--- config.mk ---
export PLATFORM = sky130hd
export DESIGN_NAME = seg_scan_capture
export DESIGN_NICKNAME = d
export VERILOG_FILES = /design/src/rtl/seg_scan_capture.sv
export SDC_FILE = /design/constraint.sdc
export NUM_CORES = 1
export LEC_CHECK = 0
export CORE_ASPECT_RATIO = 1.4
export CORE_UTILIZATION = 59
export DETAILED_ROUTE_END_ITERATION = 7
export PLACE_DENSITY = 0.84
export SKIP_LAST_GASP = 1
export SLEW_MARGIN = 5
export SYNTH_ARGS = -nofsm -noshare
export SYNTH_HDL_FRONTEND = slang
export SYNTH_SLANG_ARGS = --single-unit
--- constraint.sdc ---
create_clock -name clk -period 9.7 [get_ports clk]
set_clock_uncertainty 0.15 [all_clocks]
set_input_delay 1.94 -clock clk [delete_from_list [all_inputs] [get_ports clk]]
set_output_delay 1.94 -clock clk [all_outputs]
set_load 0.05 [all_outputs]
--- src/rtl/seg_scan_capture.sv ---
// Receive-side monitor for an 8-digit multiplexed 7-segment scan: reconstructs digit codes into a frame.
// Optional macro SEG_HEX_DECODE_EN adds A..F glyph decoding.
module seg_scan_capture #(
    parameter int SETTLE  = 8,
    parameter int TIMEOUT = 2000000
) (
    input  logic        clk,
    input  logic        rst_n,
    input  logic [7:0]  scan,
    input  logic [6:0]  seg,
    input  logic        dp,
    output logic [31:0] digits,
    output logic [7:0]  blank_mask,
    output logic [7:0]  dp_mask,
    output logic        frame_valid,
    output logic        glyph_err,
    output logic        scan_err,
    output logic        stale
);
    localparam int CW = (SETTLE > 1) ? $clog2(SETTLE) : 1;
    localparam int TW = $clog2(TIMEOUT + 1);

    typedef enum logic [1:0] {IDLE, SETTLING, CAPTURE, HOLD} state_t;

    // {code[3:0], blank, err}
    function automatic logic [5:0] decode(input logic [6:0] s);
        logic [5:0] r;
        r = {4'hF, 1'b0, 1'b1};
        case (s)
            7'b1000000: r = {4'h0, 2'b00};
            7'b1111001: r = {4'h1, 2'b00};
            7'b0100100: r = {4'h2, 2'b00};
            7'b0110000: r = {4'h3, 2'b00};
            7'b0011001: r = {4'h4, 2'b00};
            7'b0010010: r = {4'h5, 2'b00};
            7'b0000010: r = {4'h6, 2'b00};
            7'b1111000,
            7'b1011000: r = {4'h7, 2'b00};
            7'b0000000: r = {4'h8, 2'b00};
            7'b0010000: r = {4'h9, 2'b00};
            7'b1111111: r = {4'h0, 2'b10};
`ifdef SEG_HEX_DECODE_EN
            7'b0001000: r = {4'hA, 2'b00};
            7'b0000011: r = {4'hB, 2'b00};
            7'b1000110: r = {4'hC, 2'b00};
            7'b0100001: r = {4'hD, 2'b00};
            7'b0000110: r = {4'hE, 2'b00};
            7'b0001110: r = {4'hF, 2'b00};
`else
`endif
            default:    r = {4'hF, 1'b0, 1'b1};
        endcase
        return r;
    endfunction

    logic [15:0]   sync1, sync2, prev;
    logic [7:0]    cur_scan;
    logic          changed, any_low, one_low;
    state_t        state, state_nxt;
    logic [CW-1:0] cnt;
    logic          cnt_clr, cnt_inc, do_cap, scan_err_set;
    logic [TW-1:0] timer;
    logic [7:0]    seen, cap_bit, seen_nxt;
    logic [5:0]    dec;

    // prev trails sync2 by one cycle; in CAPTURE it holds the settled pattern.
    always_ff @(posedge clk or negedge rst_n) begin
        if (!rst_n) begin
            sync1 <= '1;
            sync2 <= '1;
            prev  <= '1;
        end else begin
            sync1 <= {scan, seg, dp};
            sync2 <= sync1;
            prev  <= sync2;
        end
    end

    assign cur_scan = sync2[15:8];
    assign changed  = (sync2 != prev);
    assign any_low  = (cur_scan != 8'hFF);
    assign one_low  = $onehot(~cur_scan);
    assign cap_bit  = ~prev[15:8];
    assign seen_nxt = seen | cap_bit;
    assign dec      = decode(prev[7:1]);

    always_ff @(posedge clk or negedge rst_n) begin
        if (!rst_n) begin
            state <= IDLE;
            cnt   <= '0;
        end else begin
            state <= state_nxt;
            if (cnt_clr)      cnt <= '0;
            else if (cnt_inc) cnt <= cnt + 1'b1;
        end
    end

    always_comb begin
        state_nxt    = state;
        cnt_clr      = 1'b0;
        cnt_inc      = 1'b0;
        do_cap       = 1'b0;
        scan_err_set = 1'b0;
        case (state)
            IDLE: begin
                if (!changed && any_low) begin
                    state_nxt = SETTLING;
                    cnt_clr   = 1'b1;
                end
            end
            SETTLING: begin
                if (changed) begin
                    state_nxt = any_low ? SETTLING : IDLE;
                    cnt_clr   = 1'b1;
                end else if (cnt == CW'(SETTLE - 1)) begin
                    // several anodes low and stable: flag once, then wait for movement
                    if (one_low) state_nxt = CAPTURE;
                    else begin
                        state_nxt    = HOLD;
                        scan_err_set = 1'b1;
                    end
                end else begin
                    cnt_inc = 1'b1;
                end
            end
            CAPTURE: begin
                do_cap    = 1'b1;
                state_nxt = changed ? IDLE : HOLD;
            end
            HOLD: begin
                if (changed) state_nxt = IDLE;
            end
            default: state_nxt = IDLE;
        endcase
    end

    always_ff @(posedge clk or negedge rst_n) begin
        if (!rst_n) begin
            digits      <= '0;
            blank_mask  <= 8'hFF;
            dp_mask     <= '0;
            frame_valid <= 1'b0;
            glyph_err   <= 1'b0;
            scan_err    <= 1'b0;
            stale       <= 1'b0;
            seen        <= '0;
            timer       <= '0;
        end else begin
            frame_valid <= 1'b0;
            glyph_err   <= 1'b0;
            scan_err    <= scan_err_set;
            if (do_cap) begin
                for (int i = 0; i < 8; i++) begin
                    if (cap_bit[i]) begin
                        digits[4*i +: 4] <= dec[5:2];
                        blank_mask[i]    <= dec[1];
                        dp_mask[i]       <= ~prev[0];
                    end
                end
                glyph_err <= dec[0];
                timer     <= '0;
                stale     <= 1'b0;
                if (seen_nxt == 8'hFF) begin
                    frame_valid <= 1'b1;
                    seen        <= '0;
                end else begin
                    seen <= seen_nxt;
                end
            end else if (timer != TW'(TIMEOUT)) begin
                timer <= timer + 1'b1;
                // partial frame is discarded once the scan goes quiet
                if (timer == TW'(TIMEOUT - 1)) begin
                    stale <= 1'b1;
                    seen  <= '0;
                end
            end
        end
    end
endmodule

; ---- Word-level counts from Yosys, hierarchy flattened
; Cells that the tools add are included.
[word_totals]
romBits = 0
memories = 0
reg_bits = 134
ramBits = 0
latchBits = 0
elab_cells = 124
[classes]
n_bitwise = 4
mul = 0
n_mux = 34
n_shift = 0
div = 0
addsub = 9
order_cmp = 0
n_eq_ne = 24
reduce_logical = 18
[ops]
columns = cell, n
row1 = 6-bit one-hot mux with 11 select lines, 1
row2 = 21-bit 2-to-1 mux, 2
row3 = 7-bit == test (second input constant), 5
row4 = 8-bit 2-to-1 mux, 4
row5 = 21-bit by 1-bit adder with 21-bit output (second input constant), 1
row6 = 21-bit == test (second input constant), 1
row7 = 7-bit by 5-bit == test with 1-bit output (second input constant), 3
row8 = 21-bit != test (second input constant), 1
row9 = 1-bit 2-to-1 mux, 18
row10 = 2-bit AND reduction, 9
row11 = 16-bit != test, 1
row12 = 8-bit NOT, 2
row13 = 7-bit by 6-bit == test with 1-bit output (second input constant), 2
row14 = 2-bit 2-to-1 mux, 5
row15 = 1-bit by 1-bit adder with 2-bit output, 4
row16 = 8-bit == test (second input constant), 1
row17 = 8-bit != test (second input constant), 1
row18 = 8-bit OR, 1
row19 = 2-bit one-hot mux with 4 select lines, 1
row20 = 7-bit by 2-bit == test with 1-bit output (second input constant), 1
row21 = 7-bit logical NOT, 1
row22 = 2-bit by 2-bit adder with 3-bit output, 2
row23 = 3-bit 2-to-1 mux, 2
row24 = 2-bit nonzero test, 3
row25 = other kinds (15), 17

; ---- Logic depth before layout (Yosys ltp)
; Gate-level depths: netlist (run 1).
[depth]
depth_word = 9
ltp_mapped = 12
mapped_depth_nobuf = 12

; ---- Worst setup path before layout (run 1)
; Ideal clock, no wire load.
[synth_timing]
path_kind = register to register
startpoint = register sync2[9]
endpoint = register state[0]
period_less_slack_ns = 3.735
stages_incl_launch_ff = 13
t_arrival_ns = 3.447
setup_time_ns = 0.138
required_ns = 9.412
setup_slack_ns = 5.965
cell_sequence = dfstp_2 fa_1 inv_1 fa_1 fa_1 ha_1 inv_1 fa_1 nor4bb_1 a31o_2 nand2_1 a2111oi_0 a21oi_1
[synth_between]
elab_chain_cells = 9
elab_cells_between_ends = 19
[synth_lines]
columns = element, line
row1 = from (decl), 56  ; logic [15:0] sync1, sync2, prev;
row2 = from (signal assigned), 74  ; sync2 <= sync1;
row3 = 8-bit NOT, 82  ; assign one_low = $onehot(~cur_scan);
row4 = 1-bit by 1-bit adder with 2-bit output (not written as such), 82
row5 = 2-bit by 2-bit adder with 3-bit output (not written as such), 82
row6 = 3-bit by 3-bit adder with 4-bit output (not written as such), 82
row7 = 4-bit by 1-bit == test with 1-bit output, 82
row8 = 1-bit 2-to-1 mux, 117  ; if (one_low) state_nxt = CAPTURE;
row9 = 2-bit 2-to-1 mux, 115  ; end else if (cnt == CW'(SETTLE - 1)) begin
row10 = 2-bit 2-to-1 mux, 112  ; if (changed) begin
row11 = 2-bit one-hot mux with 4 select lines, 104  ; case (state)
row12 = to (signal assigned), 92  ; state <= state_nxt;
row13 = to (decl), 59  ; state_t state, state_nxt;
; Parallel ways exist; a longest one is shown, timed or not. The select of a mux whose other input is x is not followed.
; A chain may end at the register's enable or synchronous reset.

; ---- Worst setup path in the final report (run 1)
; Same ends and word-level chain as after synthesis.

==> results of run 1 <==
-- critical path: stages (launching register included) --
cell and delay (ns):
dfstp_2 0.57, fa_1 0.42, inv_1 0.08, fa_1 0.42, fa_1 0.49, ha_1 0.18, inv_1 0.06, fa_1 0.50
nor4bb_1 0.23, a31o_2 0.22, nand2_1 0.05, a2111oi_0 0.44, a21oi_1 0.07
-- power by group through the flow --
stage	Combinational [mW]	Sequential [mW]	Clock, mW
after CTS	0.0619	0.594	0.695
after global placement	0.0568	0.601	0
after floorplan	0.0389	0.594	0
after detailed placement	0.0603	0.603	0
final	0.0614	0.595	0.685
after global routing	0.0703	0.596	0.721
-- per-layer routing --
| metal | global-route usage | wire length, µm | part of all wire |
|---|---|---|---|
| met2 | 0.4508 | 6159 | 0.53 |
| met4 | 0.1402 | 282 | 0.024 |
| met5 | 0 | 0 | 0 |
| met1 | 0.3000 | 4487 | 0.39 |
| met3 | 0.06643 | 632 | 0.055 |
-- placed cells by master, fill, tap and decap left out, drive strengths merged, types with 4 or more instances in the layout --
| master | n |
|---|---|
| nand3 | 14 |
| nand4 | 7 |
| dfrtp | 78 |
| clkbuf | 27 |
| and3 | 4 |
| ha | 8 |
| fa | 4 |
| nand2b | 8 |
| o21ai | 19 |
| nor4b | 4 |
| nor2 | 81 |
| nand2 | 34 |
| xnor2 | 8 |
| dfstp | 56 |
| nor3 | 6 |
| nor4 | 6 |
| clkdlybuf4s50 | 68 |
| inv | 24 |
| nor2b | 4 |
| xor2 | 29 |
| a21oi | 49 |
-- cells by family (layout without fill, tap and decap cells) --
family / count (synthesis) / after routing / synth area share
AND/OR/NAND/NOR: 184 / 184 / 0.1602
flip-flops: 134 / 134 / 0.6183
AO/OA/AOI/OAI: 86 / 86 / 0.1003
XOR/XNOR: 37 / 37 / 0.05853
buffers and inverters: 36 / 127 / 0.02825
adder cells (fa/ha/maj): 12 / 12 / 0.03254
multiplexers: 1 / 1 / 0.001808
-- per-stage QoR --
stage | util | std cells | power (mW) | area (µm²) | hold WS, ns
2_1_floorplan | - | 490 | 0.6333 | 5537 | 0.1952
3_3_place_gp | 0.6949 | 656 | 0.6582 | 6310 | 0.1953
3_5_place_dp | 0.6949 | 656 | 0.6633 | 6310 | 0.1968
4_1_cts | 0.7678 | 688 | 1.352 | 6972 | 0.2025
5_1_grt | 0.7678 | 688 | 1.387 | 6972 | 0.2037
6_report | 0.7678 | 688 | 1.341 | 6972 | 0.2012
-- flip-flops by register name (all words and copies together), names as in the netlist --
register and count:
sync1 16, scan_err 1, stale 1, state 2, sync2 16, dp_mask 8, glyph_err 1, cnt 3
frame_valid 1, blank_mask 8, timer 21, seen 8, prev 16, digits 32
-- final timing paths --
check / from / to / slack, ns / depth (start not counted)
max: sync2[9] / state[0] / 5.69 / 12
max in group asynchronous: rst_n / dp_mask[2] / 6.60 / 2
min: sync1[14] / sync2[14] / 0.20 / 0
min in group asynchronous: rst_n / digits[31] / 1.46 / 1
max reg2reg: sync2[9] / state[0] / 5.69 / 12
min reg2reg: sync1[14] / sync2[14] / 0.20 / 0
-- layout make-up --
class | count | share of cell area
multi-input combinational | 320 | 0.2810
inverter | 24 | 0.01292
sequential | 134 | 0.4910
clock buffer | 27 | 0.08417
timing repair buffer | 71 | 0.1009
clock inverter | 5 | 0.01077
tap | 107 | 0.01920
-- synthesized netlist by cell type, types with 2 or more instances --
master,count,area [µm²]
a22oi_1,2,15.01
and4_1,3,26.28
a31oi_1,2,12.51
xor2_1,29,254.0
nand4_1,7,43.79
ha_1,8,100.1
o21ai_0,17,85.08
inv_1,24,90.09
a21oi_4,3,48.80
fa_1,4,80.08
nand2_1,34,127.6
buf_1,2,7.510
o22a_1,2,17.52
or2_1,2,12.51
nand2b_1,8,50.05
xnor2_1,8,70.07
dfstp_2,56,1471
buf_6,2,22.52
dfrtp_1,78,1952
buf_2,5,25.02
nor4_1,6,37.54
nand3_1,14,70.07
clkbuf_1,3,11.26
nor4b_1,4,35.03
and3_1,4,25.02
nor2_1,81,304.0
a21oi_1,45,225.2
nor2b_1,4,25.02
o21ai_1,2,10.01
nor3_1,5,25.02
==> run summary, run 1 <==
status -> finished, violations left
failing checks -> design-rule violations
Final Wtd Congestion -> 0.8340
Worst EP arrival -> 4.14 ns
port bufs -> 69
hold_buf cts -> 0
gr usage total -> 0.2604
initial antenna violation count -> 0
syn_area_per_cell -> 11.30 µm²
number of enable flip-flop cells after synthesis -> 0
post-synthesis register bit count -> 134
fmax -> 249.3 MHz
Tightest Pin Transition -> 0.8516 ns
Area Overhead vs Synth -> 25.92%
PnR worst setup slack -> 5.688 ns
Final Critical Period -> 4.012 ns
critical path startpoint category -> flop
critical path class -> flop to flop
crit-path max FO -> 4
die height -> 116.6 µm
total CTS buffers -> 17
grt total ovfl -> 0
clock share of power -> 0.511
worst skew pair latency -> 0.42 ns
Post-Place Worst Slack -> 5.769 ns
Synth cell types -> 56
asr flop ratio synth -> 1.000
Mapped Nets -> 520
# setup viols final -> 0
Resize count post-CTS -> 0
Boundary Pins -> 70
fillers -> 534
sequential share of power -> 0.443
Cells after Synth -> 490
dominant synthesized flop cell -> dfrtp_1
Netlist Area Pre-Place -> 0.005537 mm²
Reg area -> 0.003423 mm²
layout cell share with drive strength beyond 1 -> 0.1773
vias per cell -> 5.743
RSZ-0062 raised after global routing -> false
Setup Buffers After CTS -> 0
clock slew at reported path FFs -> 0.05 ns
DR WL/cell -> 16.80 µm
Tcrit/Tclk final -> 0.4136
Pwr Density -> 192.4 mW/mm²
# DRC -> 16
final WL -> 11560 µm
core area -> 0.009080 mm²
leak pwr -> 3.038 nW
Slew Limit Fails -> 0
row cnt -> 41
drt initial violations -> 287
CTS tree -> yes
Hold Crit Class -> flop to flop
Pre-Repair DR Iteration Count -> 7
Ys Warns -> 0
CP endpoint kind -> flop
Max-cap violations -> 0
deepest clock path buffer count -> 2
Max rail drop VDD -> 149.7 µV
switching share of total power -> 0.2020
Sum Neg Setup Slack -> 0 ns
register area share after synthesis -> 0.6183
Psw -> 271.0 µW
Slew HR -> 0.4322
final hold viol count -> 0
Sink Count -> 134
combinational share of power -> 0.046
vias -> 3951
multi-input logic area -> 0.001959 mm²
antenna cell count -> 0
Clock H-tree levels -> 4
Nets -> 598
Die W -> 83.87 µm
first-pass GRT wire length -> 19230 µm
Critical Path RT -> 9.83 ns
vias in the first global route -> 3988
Power Internal -> 1.070 mW
die area -> 0.009781 mm²
HPWL after DPL -> 7352 µm
ANT nets after route -> 0
Initial Util -> 0.6098
largest net degree at the start of global routing -> 72
root buf cell -> clkbuf_16
(Power assumes the default switching activity.)
==> run 2: changes to the inputs <==
--- a/config.mk
+++ b/config.mk
@@ -6,9 +6,9 @@
 export NUM_CORES = 1
 export LEC_CHECK = 0
 export CORE_ASPECT_RATIO = 1.4
-export CORE_UTILIZATION = 59
+export CORE_UTILIZATION = 55
 export DETAILED_ROUTE_END_ITERATION = 7
-export PLACE_DENSITY = 0.84
+export PLACE_DENSITY = 0.79
 export SKIP_LAST_GASP = 1
 export SLEW_MARGIN = 5
 export SYNTH_ARGS = -nofsm -noshare
==> constraint.sdc (replaced) <==
create_clock -name clk -period 3.8 [get_ports clk]
set_clock_uncertainty 0.15 [all_clocks]
set_input_delay 0.76 -clock clk [delete_from_list [all_inputs] [get_ports clk]]
set_output_delay 0.76 -clock clk [all_outputs]
set_load 0.05 [all_outputs]
==> run summary, run 2 (synthesis results as in run 1) <==
worst skew pair latency -> 0.41 ns
hold-critical path depth -> 0
Tcrit/Tclk final -> 1.036
Area Overhead vs Synth -> 27.44%
RSZ-0062 raised after global routing -> true
port bufs -> 69
leak pwr -> 3.047 nW
core area -> 0.009846 mm²
Reg2Reg Launch Point -> sync2[9]
Most flops, register -> digits
Boundary Pins -> 70
FF-to-FF path depth -> 12
CTS tree -> yes
grt total ovfl -> 0
final hold viol count -> 0
Sum Neg Setup Slack -> -0.1380 ns
die height -> 120.7 µm
Tightest Pin Transition -> 0.8049 ns
crit-path max cell delay -> 0.54 ns
most common cell after layout, fill and taps aside -> nor2_1
Largest register FFs -> 32
CP Cell Sequence -> fa_1 -> inv_1 -> fa_1 -> fa_1 -> ha_2 -> inv_1 -> fa_2 -> nor4bb_4 -> a31o_2 -> nand2_1 -> a2111oi_4 -> a21oi_1
CP endpoint kind -> flop
status -> finished, violations left
antenna cell count -> 0
crit-path most repeated cell -> fa_1
vias in the first global route -> 3931
Slew HR -> 0.4609
PnR worst setup slack -> -0.1380 ns
vias per cell -> 5.343
Hold Crit Endpoint -> sync2[15]
# DRC -> 0
vias -> 3847
Sink Count -> 134
deepest clock path buffer count -> 2
Worst Setup SP -> sync2[9]
drt initial violations -> 261
FF-to-FF setup slack -> -0.14 ns
first-pass GRT wire length -> 18640 µm
Largest regs -> digits: 32 flops, timer: 21 flops
# setup viols final -> 1
critical path startpoint category -> flop
critical path class -> flop to flop
Initial Util -> 0.5623
Nets -> 602
layout cell share with drive strength beyond 1 -> 0.1897
largest net degree at the start of global routing -> 86
root buf cell -> clkbuf_16
Fin Hold WS -> 0.2026 ns
total CTS buffers -> 17
DR WL/cell -> 15.52 µm
hold_sp -> sync1[15]
clock slew at reported path FFs -> 0.06 ns
row cnt -> 43
initial antenna violation count -> 0
Final Critical Period -> 3.938 ns
Die W -> 86.80 µm
Max-cap violations -> 0
crit-path max FO -> 2
worst reg2reg path endpoint -> state[0]
hold_buf cts -> 0
total power -> 3.390 mW
Critical Path RT -> 3.91 ns
Final Wtd Congestion -> 0.8217
final WL -> 11180 µm
Worst EP arrival -> 4.05 ns
failing checks -> negative setup slack
Slew Limit Fails -> 0
Hold Crit Class -> flop to flop
Clock H-tree levels -> 4
fmax -> 253.9 MHz
ANT nets after route -> 0
Max rail drop VDD -> 280.2 µV
Pre-Repair DR Iteration Count -> 4
HPWL after DPL -> 7416 µm
die area -> 0.01048 mm²
gr usage total -> 0.2364
Worst path slowest cell -> dfstp_2
Pwr Density -> 480.4 mW/mm²
most frequent cells in the layout -> nor2_1, dfrtp_1, clkdlybuf4s50_1
## run 2: cell count changes in the layout (fill, tap and decap cells not counted), sizes merged
cell and delta:
clkbuf -4, inv +3, buf +4, clkinvlp +1
## run 2: worst max path at each step
stage	end	slack [ns]	depth (start not counted)
6_report	state[0]	-0.14	12
5_1_grt	state[0]	-0.25	12
4_1_cts	state[0]	-0.03	12
3_5_place_dp	state[0]	-0.16	12
3_3_place_gp	state[0]	0.02	12
2_1_floorplan	state[0]	0.07	12
## run 2: metrics by stage
| stage | worst slack, ns | utilization | cell area [µm²] | instances |
|---|---|---|---|---|
| 2_1_floorplan | 0.06500 | - | 5537 | 490 |
| 3_5_place_dp | -0.1597 | 0.6480 | 6380 | 687 |
| 6_report | -0.1380 | 0.7166 | 7056 | 720 |
| 3_3_place_gp | 0.01976 | 0.6480 | 6380 | 687 |
| 4_1_cts | -0.03273 | 0.7151 | 7041 | 720 |
| 5_1_grt | -0.2516 | 0.7166 | 7056 | 720 |
## run 2: repair_timing
item	CTS	global route
buffers inserted	1	0
pin swaps	2	1
endpoints found under the setup margin	1	1
gates resized for setup	5	2
## run 2: where the power goes
group	internal (mW)	switching, mW
registers	1.48	0.0359
clock network	1.10	0.592
logic	0.0840	0.0998
total	2.66	0.728
## run 2: routing by layer
layer  up-vias  wire, µm  share of wire  global-route usage
met5         -         0              0                   0
met4         0       247          0.022              0.1125
met3        26       443          0.040             0.05666
met2       118      5954           0.53              0.4040
met1      1885      4531           0.41              0.2767
li1       1818         -              -                   -
## run 2: cell type report
cell class / count / area [µm²]
clock inverter: 9 / 108.9
sequential: 134 / 3423
timing repair buffer: 75 / 745.7
clock buffer: 23 / 520.5
tap: 135 / 168.9
inverter: 24 / 90.09
multi-input combinational: 320 / 1998
fill: 670 / 2790
## run 2: worst max-delay path, delay by kind of cell (launching register included)
kind	cells	cell delay (ns)
flops	1	0.54
fa+ha+maj	5	2.06
compound gates	3	0.62
simple gates	2	0.28
buf+inv	2	0.14
==> run 3: changes to the inputs <==
--- a/config.mk
+++ b/config.mk
@@ -8,6 +8,7 @@
 export CORE_ASPECT_RATIO = 1.4
 export CORE_UTILIZATION = 55
 export DETAILED_ROUTE_END_ITERATION = 7
+export MAX_ROUTING_LAYER = met4
 export PLACE_DENSITY = 0.79
 export SKIP_LAST_GASP = 1
 export SLEW_MARGIN = 5
==> run summary, run 3 (synthesis results as in run 1) <==
largest net degree at the start of global routing -> 86
vias per cell -> 5.361
Die W -> 86.80 µm
core area -> 0.009846 mm²
crit-path most repeated cell -> fa_1
crit-path max FO -> 2
Worst path slowest cell -> dfstp_2
status -> finished, violations left
crit-path max cell delay -> 0.54 ns
WL met1 -> 4449 µm
vias in the first global route -> 3926
Pwr Density -> 480.4 mW/mm²
Slew Limit Fails -> 0
final WL -> 11170 µm
Tcrit/Tclk final -> 1.036
CP Cell Sequence -> fa_1 -> inv_1 -> fa_1 -> fa_1 -> ha_2 -> inv_1 -> fa_2 -> nor4bb_4 -> a31o_2 -> nand2_1 -> a2111oi_4 -> a21oi_1
vias -> 3860
die height -> 120.7 µm
Largest register FFs -> 32
critical path class -> flop to flop
row cnt -> 43
Slew HR -> 0.4719
RSZ-0062 raised after global routing -> true
Met3 Wirelength -> 455 µm
FF-to-FF path depth -> 12
fin util -> 0.7166
clock slew at reported path FFs -> 0.06 ns
Final Wtd Congestion -> 0.8340
antenna cell count -> 0
fmax -> 253.9 MHz
Max-cap violations -> 0
initial antenna violation count -> 0
Sum Neg Setup Slack -> -0.1380 ns
worst skew pair latency -> 0.41 ns
Sink Count -> 134
port bufs -> 69
Boundary Pins -> 70
Critical Path RT -> 3.91 ns
CTS tree -> yes
final hold viol count -> 0
Tightest Pin Transition -> 0.7884 ns
die area -> 0.01048 mm²
worst reg2reg path endpoint -> state[0]
placed instance area -> 0.006380 mm²
CP endpoint kind -> flop
drt initial violations -> 232
Largest regs -> digits: 32 flops, timer: 21 flops
Worst EP arrival -> 4.05 ns
DR WL/cell -> 15.52 µm
leak pwr -> 3.047 nW
Clock H-tree levels -> 4
hold-critical path depth -> 0
FF-to-FF setup slack -> -0.14 ns
met2 WL post-DR -> 5985 µm
hold_sp -> sync1[15]
Most flops, register -> digits
most frequent cells in the layout -> nor2_1, dfrtp_1, clkdlybuf4s50_1
Nets -> 602
deepest clock path buffer count -> 2
Pre-Repair DR Iteration Count -> 4
Area Overhead vs Synth -> 27.44%
Final Cell Area -> 0.007056 mm²
failing checks -> negative setup slack
Hold Crit Class -> flop to flop
ANT nets after route -> 0
Top Metal Used -> met4
gr usage total -> 0.2437
Initial Util -> 0.5623
most common cell after layout, fill and taps aside -> nor2_1
root buf cell -> clkbuf_16
layout cell share with drive strength beyond 1 -> 0.1897
PnR worst setup slack -> -0.1380 ns
HPWL after DPL -> 7416 µm
# DRC -> 0
Hold Crit Endpoint -> sync2[15]
critical path startpoint category -> flop
Reg2Reg Launch Point -> sync2[9]
Final Critical Period -> 3.938 ns
# setup viols final -> 1
grt total ovfl -> 0
total CTS buffers -> 17
first-pass GRT wire length -> 18690 µm
Max rail drop VDD -> 281.7 µV
[run 3: cell type report]
| cell class | count | area, µm² |
|---|---|---|
| well taps | 135 | 168.9 |
| flip-flops and latches | 134 | 3423 |
| multi-input cells | 320 | 1998 |
| clock buffers | 23 | 520.5 |
| fillers | 670 | 2790 |
| repair buffers | 75 | 745.7 |
| clock inverters | 9 | 108.9 |
| inverters | 24 | 90.09 |
[run 3: worst max path at each step]
stage               startpoint  endpoint  slack (ns)  cells after the start
CTS                   sync2[9]  state[0]       -0.03                     12
global route          sync2[9]  state[0]       -0.25                     12
finish                sync2[9]  state[0]       -0.14                     12
floorplan             sync2[9]  state[0]        0.07                     12
detailed placement    sync2[9]  state[0]       -0.16                     12
global placement      sync2[9]  state[0]        0.02                     12
[run 3: stage by stage]
step | setup slack, ns | std cells | total power [mW] | hold slack [ns]
global route | -0.2524 | 720 | 3.501 | 0.2062
floorplan | 0.06500 | 490 | 1.617 | 0.1952
finish | -0.1380 | 720 | 3.389 | 0.2014
detailed placement | -0.1597 | 687 | 1.698 | 0.1968
global placement | 0.01976 | 687 | 1.683 | 0.1957
CTS | -0.03273 | 720 | 3.404 | 0.2017
[run 3: worst max-delay path: cells and delay by family (launching register included)]
kind	cells	cell delay, ns
AND/OR/NAND/NOR	2	0.28
buffers and inverters	2	0.14
AO/OA/AOI/OAI	3	0.62
adder cells (fa/ha/maj)	5	2.06
flip-flops	1	0.54
[run 3: repair_timing]
| action | 4_1_cts | 5_1_grt |
|---|---|---|
| hold buffers | 0 | 0 |
| endpoints found under the setup margin | 1 | 1 |
| pin swaps | 2 | 1 |
| buffers inserted | 1 | 0 |
| resized for setup | 5 | 2 |
| cloned | 0 | 0 |
| hold endpoints to repair | 0 | 0 |
[run 3: report_power, final]
group	total (mW)	switching (mW)	internal, mW	leakage [nW]
clock network	1.69	0.592	1.10	0.311
registers	1.52	0.0362	1.48	1.66
logic	0.183	0.0995	0.0839	1.08
[run 3: metal layers]
metal | up-vias | track usage
li1 | 1815 | -
met1 | 1889 | 0.2785
met2 | 125 | 0.4040
met3 | 31 | 0.05802
met4 | 0 | 0.1104
met5 | - | -
